<file path="src/rtl/mc_ctrl_fsm.sv">
// Main control FSM for the multi-cycle RV32 core: sequences fetch/decode/execute/memory/writeback
// and drives every datapath select; outputs decode combinationally from the state register.
module mc_ctrl_fsm #(
    parameter int unsigned MEM_TIMEOUT = 255
) (
    input  logic       clk,
    input  logic       rst_n,
    input  logic [6:0] opcode,
    input  logic [2:0] funct3,
    input  logic       alu_zero,
    input  logic       alu_lt,
    input  logic       mem_ready,
    output logic       pc_write,
    output logic       pc_src,
    output logic       ir_write,
    output logic       mem_req,
    output logic       mem_we,
    output logic       iord,
    output logic       reg_write,
    output logic [1:0] wb_sel,
    output logic [1:0] alu_src_a,
    output logic [1:0] alu_src_b,
    output logic [1:0] alu_op,
    output logic       illegal,
    output logic [3:0] state_o
);

    typedef enum logic [3:0] {
        S_IDLE     = 4'd0,
        S_FETCH    = 4'd1,
        S_DECODE   = 4'd2,
        S_EXEC_R   = 4'd3,
        S_EXEC_I   = 4'd4,
        S_ALU_WB   = 4'd5,
        S_MEM_ADDR = 4'd6,
        S_MEM_RD   = 4'd7,
        S_MEM_WB   = 4'd8,
        S_MEM_WR   = 4'd9,
        S_BRANCH   = 4'd10,
        S_JAL      = 4'd11,
        S_LUI      = 4'd12,
        S_TRAP     = 4'd15
    } state_t;

    localparam logic [6:0] OP_R      = 7'b0110011;
    localparam logic [6:0] OP_I      = 7'b0010011;
    localparam logic [6:0] OP_LOAD   = 7'b0000011;
    localparam logic [6:0] OP_STORE  = 7'b0100011;
    localparam logic [6:0] OP_BRANCH = 7'b1100011;
    localparam logic [6:0] OP_JAL    = 7'b1101111;
    localparam logic [6:0] OP_LUI    = 7'b0110111;

    // Trap fires on the MEM_TIMEOUT-th consecutive cycle without mem_ready.
    localparam logic [7:0] WAIT_LAST = 8'(MEM_TIMEOUT - 1);

    state_t     r_state;
    logic [7:0] r_wait;
    logic       w_timeout;
    logic       w_taken;
    logic       w_bad_branch;

    assign w_timeout    = (r_wait == WAIT_LAST) && !mem_ready;
    assign w_taken      = funct3[2] ? (alu_lt ^ funct3[0]) : (alu_zero ^ funct3[0]);
    assign w_bad_branch = (funct3[2:1] == 2'b01);

    always_ff @(posedge clk or negedge rst_n) begin
        if (!rst_n) begin
            r_state <= S_IDLE;
            r_wait  <= 8'd0;
        end else begin
            // Non-memory states have mem_req=0, so entering any memory state starts from zero.
            if (mem_req && !mem_ready)
                r_wait <= r_wait + 8'd1;
            else
                r_wait <= 8'd0;

            case (r_state)
                S_IDLE:   r_state <= S_FETCH;
                S_FETCH: begin
                    if (mem_ready)
                        r_state <= S_DECODE;
                    else if (w_timeout)
                        r_state <= S_TRAP;
                end
                S_DECODE: begin
                    case (opcode)
                        OP_R:              r_state <= S_EXEC_R;
                        OP_I:              r_state <= S_EXEC_I;
                        OP_LOAD, OP_STORE: r_state <= S_MEM_ADDR;
                        OP_BRANCH:         r_state <= S_BRANCH;
                        OP_JAL:            r_state <= S_JAL;
                        OP_LUI:            r_state <= S_LUI;
                        default:           r_state <= S_TRAP;
                    endcase
                end
                S_EXEC_R, S_EXEC_I: r_state <= S_ALU_WB;
                S_ALU_WB, S_MEM_WB, S_JAL, S_LUI: r_state <= S_FETCH;
                S_MEM_ADDR: r_state <= (opcode == OP_LOAD) ? S_MEM_RD : S_MEM_WR;
                S_MEM_RD: begin
                    if (mem_ready)
                        r_state <= S_MEM_WB;
                    else if (w_timeout)
                        r_state <= S_TRAP;
                end
                S_MEM_WR: begin
                    if (mem_ready)
                        r_state <= S_FETCH;
                    else if (w_timeout)
                        r_state <= S_TRAP;
                end
                S_BRANCH: r_state <= w_bad_branch ? S_TRAP : S_FETCH;
                default:  r_state <= S_TRAP;
            endcase
        end
    end

    always_comb begin
        pc_write  = 1'b0;
        pc_src    = 1'b0;
        ir_write  = 1'b0;
        mem_req   = 1'b0;
        mem_we    = 1'b0;
        iord      = 1'b0;
        reg_write = 1'b0;
        wb_sel    = 2'd0;
        alu_src_a = 2'd0;
        alu_src_b = 2'd0;
        alu_op    = 2'd0;
        illegal   = 1'b0;
        state_o   = r_state;
        case (r_state)
            S_FETCH: begin
                mem_req   = 1'b1;
                alu_src_b = 2'd1;
                ir_write  = mem_ready;
                pc_write  = mem_ready;
            end
            S_DECODE: begin
                alu_src_a = 2'd2;
                alu_src_b = 2'd2;
            end
            S_EXEC_R: begin
                alu_src_a = 2'd1;
                alu_op    = 2'd2;
            end
            S_EXEC_I: begin
                alu_src_a = 2'd1;
                alu_src_b = 2'd2;
                alu_op    = 2'd2;
            end
            S_ALU_WB: reg_write = 1'b1;
            S_MEM_ADDR: begin
                alu_src_a = 2'd1;
                alu_src_b = 2'd2;
            end
            S_MEM_RD: begin
                mem_req = 1'b1;
                iord    = 1'b1;
            end
            S_MEM_WB: begin
                reg_write = 1'b1;
                wb_sel    = 2'd1;
            end
            S_MEM_WR: begin
                mem_req = 1'b1;
                iord    = 1'b1;
                mem_we  = 1'b1;
            end
            S_BRANCH: begin
                alu_src_a = 2'd1;
                alu_op    = 2'd1;
                pc_src    = 1'b1;
                pc_write  = w_taken && !w_bad_branch;
            end
            S_JAL: begin
                pc_src    = 1'b1;
                pc_write  = 1'b1;
                reg_write = 1'b1;
                wb_sel    = 2'd2;
            end
            // LUI writes the immediate straight through the dedicated wb_sel=3 path.
            S_LUI: begin
                reg_write = 1'b1;
                wb_sel    = 2'd3;
            end
            S_TRAP: illegal = 1'b1;
            default: ;
        endcase
    end

endmodule

</file>
<file path="config.mk">
export PLATFORM = sky130hd
export DESIGN_NAME = mc_ctrl_fsm
export DESIGN_NICKNAME = d
export VERILOG_FILES = /design/src/rtl/mc_ctrl_fsm.sv
export SDC_FILE = /design/constraint.sdc
export NUM_CORES = 1
export LEC_CHECK = 0
export BUFFER_PORTS_ARGS = -buffer_cell sky130_fd_sc_hd__buf_4
export CAP_MARGIN = 15
export CORE_MARGIN = 10
export CORE_UTILIZATION = 40
export DETAILED_ROUTE_END_ITERATION = 12
export GPL_ROUTABILITY_DRIVEN = 0
export MAX_ROUTING_LAYER = met4
export PLACE_DENSITY_LB_ADDON = 0.2
export SLEW_MARGIN = 20
export SYNTH_ARGS = -nofsm -noshare
export SYNTH_HDL_FRONTEND = slang
export SYNTH_SLANG_ARGS = --single-unit
export TNS_END_PERCENT = 50
</file>
<file path="constraint.sdc">
create_clock -name clk -period 1.8 [get_ports clk]
set_clock_uncertainty 0.1 [all_clocks]
set_input_delay 0.18 -clock clk [delete_from_list [all_inputs] [get_ports clk]]
set_output_delay 0.18 -clock clk [all_outputs]
set_load 0.01 [all_outputs]
</file>
* After elaboration in Yosys (flattened, before gate mapping)
Index checks and enable logic that the tools add are counted.
** Word-level totals
- Word-level logic and storage cells :: 64
- Flip-flop bits (word level) :: 12
- Output and inout port bits :: 20
** Operators by class
- Multiplexer cells :: 22
- Bitwise operators :: 2
- Add/subtract/negate cells :: 1
- Reduce and logical (&&, ||, !) cells :: 15
- Equal/unequal tests :: 22
** Operators with widths (number)
- $pmux 4 s8 :: 1
- $eq 4x4->1 const B :: 6
- $mux 4 :: 6
- $pmux 4 s6 :: 1
- $eq 7x6->1 const B :: 3
- $eq 4x3->1 const B :: 4
- $eq 7x7->1 const B :: 2
- $pmux 2 s2 :: 3
- $add 8x1->8 const B :: 1
- $eq 4x2->1 const B :: 2
- $eq 8x8->1 const B :: 1
- $mux 1 :: 8
- $mux 8 :: 1
- $reduce_or 2->1 :: 4
- $reduce_or 4->1 :: 2
- $eq 7x2->1 const B :: 1
- $eq 7x5->1 const B :: 1
- $pmux 2 s3 :: 1
- $reduce_or 3->1 :: 2
- $reduce_or 5->1 :: 1
- $eq 4x1->1 const B :: 1
- $logic_not 4->1 :: 1
- $logic_and 1x1->1 :: 3
- $pmux 1 s3 :: 1
- other kinds (3) :: 5

* Longest topological paths before layout
Gate-level depths: netlist of run 1.
- Depth after elaboration :: 5
- Mapped depth :: 6

* Least setup slack after synthesis of run 1
OpenSTA, ideal clock, no wires.
- Path kind :: register -> register
- From :: register r_state[2], in the netlist state_o[2]
- To :: register r_state[1], in the netlist state_o[1]
- Data arrival time :: 1416 ps
- Path slack :: 214 ps
- Cell stages (with the launch flop) :: 6
- Path buffers :: 1
- Required time :: 1631 ps
- Cells stage by stage :: dfrtp_1 -> buf_6 -> or4b_4 -> nor4_2 -> nor2_1 -> nand3_1
** On the way
- Cells in the longest elaborated chain, start to end :: 3
- Elaborated cells between the ends (all ways) :: 16
** Ends and longest elaborated chain
- start, declared :: line 56 : state_t r_state;
- start signal, assigned :: line 98 : S_MEM_ADDR: r_state <= (opcode == OP_LOAD) ? S_MEM_RD : S_MEM_WR;
- start signal, assigned :: line 111 : S_BRANCH: r_state <= w_bad_branch ? S_TRAP : S_FETCH;
- $eq 4x4->1 (tied with other cells) :: line 77 : case (r_state)
- $reduce_or 5->1 (no line) / $reduce_or 2->1 (equally long branches)
- $pmux 4 s8 (*) :: line 77
Mark *: on every way between the ends. The rest lies on a longest branch, timed or not.

* Worst setup path after layout of run 1
- From :: register r_state[1], in the netlist state_o[1]
- To :: output alu_op[1]
** On the way
- Cells in the longest elaborated chain, start to end :: 3
- Elaborated cells between the ends (all ways) :: 5
** Ends and longest elaborated chain
- $eq 4x3->1 / $eq 4x2->1 (equally long branches) :: line 131 : case (r_state)
- $reduce_or 2->1 (no line)
- $pmux 2 s2 (*) :: line 131
- end, declared :: line 23 : output logic [1:0] alu_op,
Marks and branches as above.

==> results of run 1 <==
## routing by layer
metal	global-route usage (%)	part of all wire [%]
met1	13.2	40
met2	19.6	54
met3	2.00	5.1
met4	3.33	0.77
met5	-	0
## how the worst min path moves through the flow
stage,to,slack (ns),cells past startpoint
3_5_place_dp,r_wait[1],-0.08,1
3_3_place_gp,r_wait[1],-0.07,1
2_1_floorplan,r_wait[0],-0.22,0
4_1_cts,state_o[0],0.11,3
6_report,state_o[0],0.12,3
5_1_grt,state_o[0],0.14,3
## Yosys cell counts, types with 2 or more instances
master and count:
nor2_1 21, nand3_1 6, nor3_1 3, nand2_1 6, buf_2 4, xor2_1 8, o21a_1 2, nand2b_1 6
nor4_1 3, a211o_1 2, nor2b_1 2, nand4_1 3, nand3b_1 2, ha_1 2, dfrtp_1 12, o21ai_0 3
and3_1 2, inv_1 4
## metrics by stage
stage | util [%] | instance area [sq um] | power [mW]
2_1_floorplan | - | 977 | 1.01
3_3_place_gp | 56.1 | 1280 | 1.44
3_5_place_dp | 56.1 | 1280 | 1.46
4_1_cts | 60.4 | 1370 | 1.76
5_1_grt | 61.4 | 1400 | 1.93
6_report | 61.4 | 1400 | 1.78
## what timing repair did
action | in CTS | in global routing
endpoints found under the hold margin | 12 | 0
setup endpoints to repair | 9 | 8
setup buffers | 6 | 0
gates resized for setup | 4 | 6
hold buffers | 1 | 0
## worst reg2reg max path, delay by kind of cell, from the launching register on
family                   cells  cell delay, ns
AO/OA/AOI/OAI                2            0.45
adder cells (fa/ha/maj)      1            0.19
buffers and inverters        1            0.07
flip-flops                   1            0.44
AND/OR/NAND/NOR              2            0.25
## layout make-up
cell class                      count  area, sq um  area share (%)
Sequential cell                    12          304            21.8
Multi-Input combinational cell     96          651            46.6
Tap cell                           28         35.0            2.51
Timing Repair Buffer               47          355            25.4
Clock buffer                        4         36.3            2.60
Inverter                            4         15.0            1.08
## power breakdown
| part | internal, mW | switching, mW |
|---|---|---|
| registers | 0.328 | 0.0744 |
| logic | 0.590 | 0.584 |
| clock network | 0.123 | 0.0828 |
## cell usage in the layout (no fill, tap or decap), drive strengths merged, types with 2 or more instances in the layout
| cell type | n |
|---|---|
| a211o | 2 |
| and3 | 2 |
| buf | 46 |
| clkbuf | 4 |
| dfrtp | 12 |
| ha | 2 |
| inv | 4 |
| nand2 | 6 |
| nand2b | 6 |
| nand3 | 6 |
| nand3b | 2 |
| nand4 | 3 |
| nor2 | 21 |
| nor2b | 2 |
| nor3 | 3 |
| nor4 | 4 |
| o21a | 2 |
| o21ai | 3 |
| xor2 | 8 |
## sequential cells by signal, summed over array words and instances (netlist names)
| signal | flops |
|---|---|
| r_wait | 8 |
| state_o | 4 |
## kinds of logic after synthesis
| group | count (synthesis) |
|---|---|
| flops | 12 |
| simple gates | 62 |
| xor+xnor | 9 |
| buf+inv | 10 |
| mux | 1 |
| compound gates | 22 |
| fa+ha+maj | 2 |
==> flow_summary.ini, run 1 <==
[run_status]
outcome = completed

[hold_path]
hold_path.startpoint = opcode[3]
hold_class = in2reg

[global_routing]
grt_max_degree = 16
track_usage_pct = 11.4
grt_pass1_wl_mm = 4.77
grt_antenna_before_repair = 0
grt_overflow_total = 0
grt_pass1_vias = 1038

[worst_setup_path]
startpoint = state_o[1]
crit_path_end = alu_op[1]
crit_type = reg2out
slowest_delay_ns = 0.45
r2r_start = r_wait[0]
crit_family = flip-flops
start_kind = register
worst_setup_path_end_kind = output port
ff2ff_path_depth = 6
r2r-end = state_o[1]
cp.depth = 4
ff2ff_setup_slack_ns = 0.16
worstPathCellList = or2b_1 -> mux2_4 -> nor2_2 -> buf_4
crit_fanout = 8
crit_path_top_delay_cell = dfrtp_2
required_ns = 1.52
critical_path_buf_inv_count = 1
cp.arrival_ns = 1.49

[yosys]
synth_fp_nets = 135
synth_top_area_cell = dfrtp_1
synth_top_area_share_pct = 30.7
synthAdderAreaFrac_pct = 2.56
synth_edf_count = 0
synth_ff_type = dfrtp_1
synth_xor_xnor_area_share_pct = 8.07
synth.ff_latch_count = 12
netlist_top_cells_area = dfrtp_1 (31%), nor2_1 (8.1%), xor2_1 (7.2%)
synth_compound_area_share_pct = 17.8
synth_top_family_by_area = simple AND/OR/NAND/NOR gates
syn_avg_cell_area_sq_um = 8.28
ys_async_sr_fraction_pct = 100
synthMuxAreaShare_pct = 1.15
synth_warnings = 0
ys_seq_area_share_pct = 30.7
synth-simple-area-share_pct = 34.6
synth.distinct_cells = 45
syn_area_sq_um = 977
syn_inst = 118

[finish]
finalNetCount = 181
fillers = 208
diodes = 0
syn2layout_area_growth_pct = 42.9
drive_gt1_share_pct = 38.7
final_cells = 191

[routing]
antenna_left = 0
routed_wl_mm = 2.73
vias_per_cell = 5.54
remaining_drc_errors = 0
firstDrtPassIters = 4
dr_total_vias = 1058
wl_per_cell_um = 14.3
drtIter0Drc = 31

[clock_tree]
cts_sinks = 12
cts_buffers = 3
clk_latency_ns = 0.26
htreeDepth = 1
clk_pin_slew_worst_paths_ns = 0.07
clk_path_buf_depth = 2
clock-root-buffer = clkbuf_4
tritoncts = done

[floorplanning]
die_w_um = 69.4
core-area_sq_mm = 0.00228
fp.dieH_um = 69.4
die-area_sq_mm = 0.00482
num_rows = 17
ios = 35
initial_core_util_pct = 42.9

[sta]
rsz0062_at_grt = yes
slew_headroom_pct = 75.6
fin_ws_ns = 0.0346
drv_slew = 0
worstMarginPinSlew_ns = 0.366
fmax_mhz = 566
whs_ns = 0.124
min_period_ns = 1.77
setup_viol = 0
tns_ns = 0
finalHoldViolations = 0
min_period_over_period_pct = 98.1

[power_and_ir_drop]
peakVddDrop_mv = 0.745
powerDensity_mw_per_mm2 = 1280
leakage_nw = 0.661

[flow_run]
cap_violations = 0

[placement]
dpl_worst_slack_ns = 0.0951
dp_cells = 180
numPortBuffers = 34
dp_hpwl_mm = 2.22
Note: power is estimated with default switching activity, not from simulation.
==> run 2, diff against run 1 <==
- RECOVER_POWER: unset -> 50
==> run 2 against run 1 <==
  * Global-route usage did not move
  * Utilization shrank 0.16 points
  * Flip-flop and latch count is the same
  * Fmax unchanged
  * Sequential share of layout area rose by 0.059 points
  * Combinational power about the same
  * Non-clock buffer count stayed put
  * Setup slack did not move
  * Worst hold slack is the same
  * Critical path depth unchanged
  * Critical endpoint unchanged
  * Largest power group unchanged
  * Highest routed layer unchanged
==> flow_summary.ini, run 2 (synthesized netlist as in run 1, its figures left out) <==
[clock_tree]
clk_pin_slew_worst_paths_ns = 0.07
clock-root-buffer = clkbuf_4
tritoncts = done
htreeDepth = 1
cts_sinks = 12
clk_latency_ns = 0.26
clk_path_buf_depth = 2
cts_buffers = 3

[sta]
slew_headroom_pct = 58.8
worstMarginPinSlew_ns = 0.618
drv_slew = 0
min_period_over_period_pct = 98.1
min_period_ns = 1.77
finalHoldViolations = 0
rsz0062_at_grt = yes
setup_viol = 0
fmax_mhz = 566
tns_ns = 0

[finish]
largest_reg_flops = 8
top_register = r_wait
layout_common_cells = buf_4 (45), nor2_1 (19), dfrtp_1 (9), xor2_1 (8)
final_core_util_pct = 61.2
final_common_cell = buf_4
drive_gt1_share_pct = 38.0
diodes = 0
syn2layout_area_growth_pct = 42.5
finalNetCount = 181
finalInstanceArea_sq_mm = 0.00139

[flow_run]
cap_violations = 0

[routing]
firstDrtPassIters = 4
vias_per_cell = 5.54
antenna_left = 0
dr_total_vias = 1058
wl_per_cell_um = 14.3
remaining_drc_errors = 0
drtIter0Drc = 33
routed_wl_mm = 2.73

[global_routing]
grt_pass1_wl_mm = 4.77
grt_antenna_before_repair = 0
grt_pass1_vias = 1038
grt_max_degree = 16
grt_overflow_total = 0
track_usage_pct = 11.4

[power_and_ir_drop]
seq_power_share_pct = 22.6
p_switching_uw = 742
powerDensity_mw_per_mm2 = 1280
p_clk_share_pct = 11.6
peakVddDrop_mv = 0.745
p_int_mw = 1.04
p_sw_share_pct = 41.7
combPwrFrac_pct = 65.9
leakage_nw = 0.657

[floorplanning]
initial_core_util_pct = 42.9
num_rows = 17
core-area_sq_mm = 0.00228
die_w_um = 69.4
die-area_sq_mm = 0.00482
fp.dieH_um = 69.4
ios = 35

[worst_setup_path]
cp.arrival_ns = 1.49
start_kind = register
slowest_delay_ns = 0.45
crit_fanout = 8
required_ns = 1.52
critical_path_buf_inv_count = 1
crit_type = reg2out
r2r_start = r_wait[0]
crit_path_top_delay_cell = dfrtp_2
worstPathCellList = or2b_1 -> mux2_4 -> nor2_2 -> buf_4
worst_setup_path_end_kind = output port
crit_family = flip-flops
startpoint = state_o[1]

[placement]
dp_hpwl_mm = 2.22
numPortBuffers = 34
post_dp_cell_area_sq_mm = 0.00128

[run_status]
outcome = completed

[hold_path]
hold_class = in2reg
hold_path.startpoint = opcode[3]
==> run 2: cell count changes in the layout (fill, tap and decap cells not counted), sizes merged <==
cell    delta
clkbuf     +1
buf        -1
==> run 2: tightest hold or removal path: stages <==
cell     delay [ns]
buf_4          0.10
o31ai_1        0.09
nand3_1        0.08
==> run 2: worst paths after layout <==
kind                                    to  cells past startpoint  slack, ns
worst max register to register  state_o[1]                      6       0.16
min in group asynchronous        r_wait[1]                      2       0.34
max in group asynchronous       state_o[1]                      2       0.82
worst min register to register   r_wait[0]                      1       0.45
worst max-delay path             alu_op[1]                      4       0.03
worst min-delay path            state_o[0]                      3       0.12
==> run 2: layer usage <==
metal | vias up | GRT usage (%) | share of wire [%]
li1 | 524 | - | -
met1 | 510 | 13.2 | 40
met2 | 22 | 19.6 | 54
met3 | 2 | 2.00 | 5.1
met4 | 0 | 3.33 | 0.77
met5 | - | - | 0
==> run 2: area by class of cell <==
type                    count  area (sq um)
flip-flops and latches     12           304
repair buffers             47           352
fillers                   209           883
clock buffers               4          36.3
well taps                  28          35.0
multi-input cells          96           651
inverters                   4          15.0
==> run 2: power groups by stage <==
stage	clock network (mW)	logic, mW	registers (mW)
after floorplan	0	0.612	0.395
after global placement	0	1.01	0.423
after detailed placement	0	1.04	0.429
after CTS	0.214	1.15	0.399
after global routing	0.224	1.29	0.415
final	0.206	1.17	0.402
==> run 2: per-stage QoR <==
stage,setup WS [ns],instances,power (mW),hold slack [ns]
final,0.0346,191,1.78,0.124
after global routing,-0.0491,191,1.93,0.138
after CTS,0.00690,191,1.76,0.114
after detailed placement,0.0951,180,1.46,-0.0759
after global placement,0.152,180,1.44,-0.0731
after floorplan,0.214,118,1.01,-0.216
==> run 2: what timing repair did <==
action	in CTS	in global routing
gates resized for setup	4	6
hold buffers	1	0
endpoints found under the hold margin	12	0
setup buffers	6	0
setup endpoints to repair	9	8
==> run 3, diff against run 2 <==
- clock period: 1.8 -> 1.95 ns (I/O delays scaled with it)
==> run 3 against run 2 <==
  * Utilization decreased by 1.5 points
  * Setup slack gained 0.057 ns
  * Register-to-register slack improved by 0.14 ns
  * Die area unchanged
  * Sequential share of layout area rose by 0.56 points
  * Final area decreased by 2.5%
  * Combinational power decreased by 15%
  * Largest cell class unchanged
  * Critical endpoint unchanged
  * Sequential power grew 1%
  * Total power fell by 10%
  * Global-route usage is 0.24 points higher
  * First-iteration DRC count rose by 55%
==> flow_summary.ini, run 3 (synthesized netlist as in run 1, its figures left out) <==
[run_status]
outcome = completed

[global_routing]
grt_max_degree = 18
grt_antenna_before_repair = 0
grt_pass1_vias = 1057
grt_pass1_wl_mm = 4.81
track_usage_pct = 11.7
grt_overflow_total = 0

[routing]
routed_wl_mm = 2.78
wl_per_cell_um = 14.6
vias_per_cell = 5.48
dr_total_vias = 1042
remaining_drc_errors = 0
firstDrtPassIters = 4
drtIter0Drc = 51
antenna_left = 0

[sta]
fmax_mhz = 538
setup_viol = 0
slew_headroom_pct = 57.0
finalHoldViolations = 0
tns_ns = 0
min_period_over_period_pct = 95.3
worstMarginPinSlew_ns = 0.645
drv_slew = 0
min_period_ns = 1.86

[flow_run]
cap_violations = 0

[worst_setup_path]
required_ns = 1.65
start_kind = register
worst_setup_path_end_kind = output port
cp.arrival_ns = 1.56
crit_fanout = 11
worstPathCellList = or2b_1 -> mux2_2 -> nor2_1 -> buf_4
slowest_delay_ns = 0.48
ff2ff_path_depth = 5
crit_path_top_delay_cell = dfrtp_2
r2r-end = state_o[3]
crit_type = reg2out
r2r_start = state_o[3]
ff2ff_setup_slack_ns = 0.30

[clock_tree]
clk_latency_ns = 0.28
cts_sinks = 12
clk_pin_slew_worst_paths_ns = 0.08
cts_buffers = 3
clock-root-buffer = clkbuf_4
tritoncts = done
clk_path_buf_depth = 2
htreeDepth = 1

[floorplanning]
ios = 35
initial_core_util_pct = 42.9
fp.dieH_um = 69.4
die-area_sq_mm = 0.00482
die_w_um = 69.4
core-area_sq_mm = 0.00228
num_rows = 17

[hold_path]
min_to = state_o[1]
holdPathStages = 3
hold_path.startpoint = opcode[3]
hold_class = in2reg

[power_and_ir_drop]
leakage_nw = 0.639
powerDensity_mw_per_mm2 = 1180
peakVddDrop_mv = 0.608
total_power_mw = 1.60

[finish]
syn2layout_area_growth_pct = 38.9
diodes = 0
layout_common_cells = buf_4 (43), nor2_1 (21), dfrtp_1 (9), xor2_1 (8)
finalNetCount = 180
top_register = r_wait
final_common_cell = buf_4
final_cells = 190
drive_gt1_share_pct = 34.0
largest_reg_flops = 8
fillers = 222

[placement]
numPortBuffers = 34
dp_cells = 179
dp_hpwl_mm = 2.19
## run 3: layout make-up
type	instances	area [sq um]	area share, %
Timing Repair Buffer	46	340	25.1
Inverter	4	15.0	1.11
Tap cell	28	35.0	2.58
Clock buffer	4	36.3	2.67
Multi-Input combinational cell	96	627	46.2
Sequential cell	12	304	22.4
## run 3: worst max-delay path by stage
| stage | from | to | slack (ns) | cells after the start |
|---|---|---|---|---|
| finish | state_o[1] | alu_op[1] | 0.09 | 4 |
| global route | state_o[1] | alu_op[1] | -0.002 | 4 |
| floorplan | state_o[0] | alu_src_a[0] | 0.36 | 4 |
| CTS | state_o[3] | alu_src_a[1] | 0.0002 | 3 |
| global placement | state_o[1] | state_o[1] | 0.27 | 4 |
| detailed placement | state_o[1] | state_o[1] | 0.20 | 4 |
## run 3: per-layer routing
layer  GRT usage [%]  part of all wire, %  vias to the layer above
met2            19.8                   52                       30
met4            5.32                  1.4                        0
met3            2.14                  4.9                        5
met5               -                    0                        -
li1                -                    -                      516
met1            12.9                   42                      491
## run 3: timing repair
action	CTS	global route
pin swaps	0	0
setup buffers	0	6
hold endpoints to repair	12	0
endpoints found under the setup margin	4	9
resized for setup	1	2
hold buffers	1	0
## run 3: critical path, delay by kind of cell (launching register included)
kind                   cells  cell delay (ns)
AND/OR/NAND/NOR            2             0.38
flip-flops                 1             0.48
buffers and inverters      1             0.14
multiplexers               1             0.28
## run 3: through the flow
step           setup slack, ns  util (%)  area (sq um)  hold slack (ns)
2_1_floorplan            0.359         -           977           -0.201
3_3_place_gp             0.274      55.8          1270          -0.0583
3_5_place_dp             0.202      55.8          1270          -0.0586
4_1_cts               0.000235      57.9          1320            0.119
5_1_grt               -0.00163      59.6          1360            0.132
6_report                0.0920      59.6          1360            0.136
## run 3: power breakdown
| part | leakage, nW | internal (mW) | switching [mW] |
|---|---|---|---|
| Combinational | 0.462 | 0.511 | 0.479 |
| Clock | 0.0210 | 0.114 | 0.0859 |
| Sequential | 0.156 | 0.302 | 0.106 |
| Total | 0.639 | 0.927 | 0.671 |
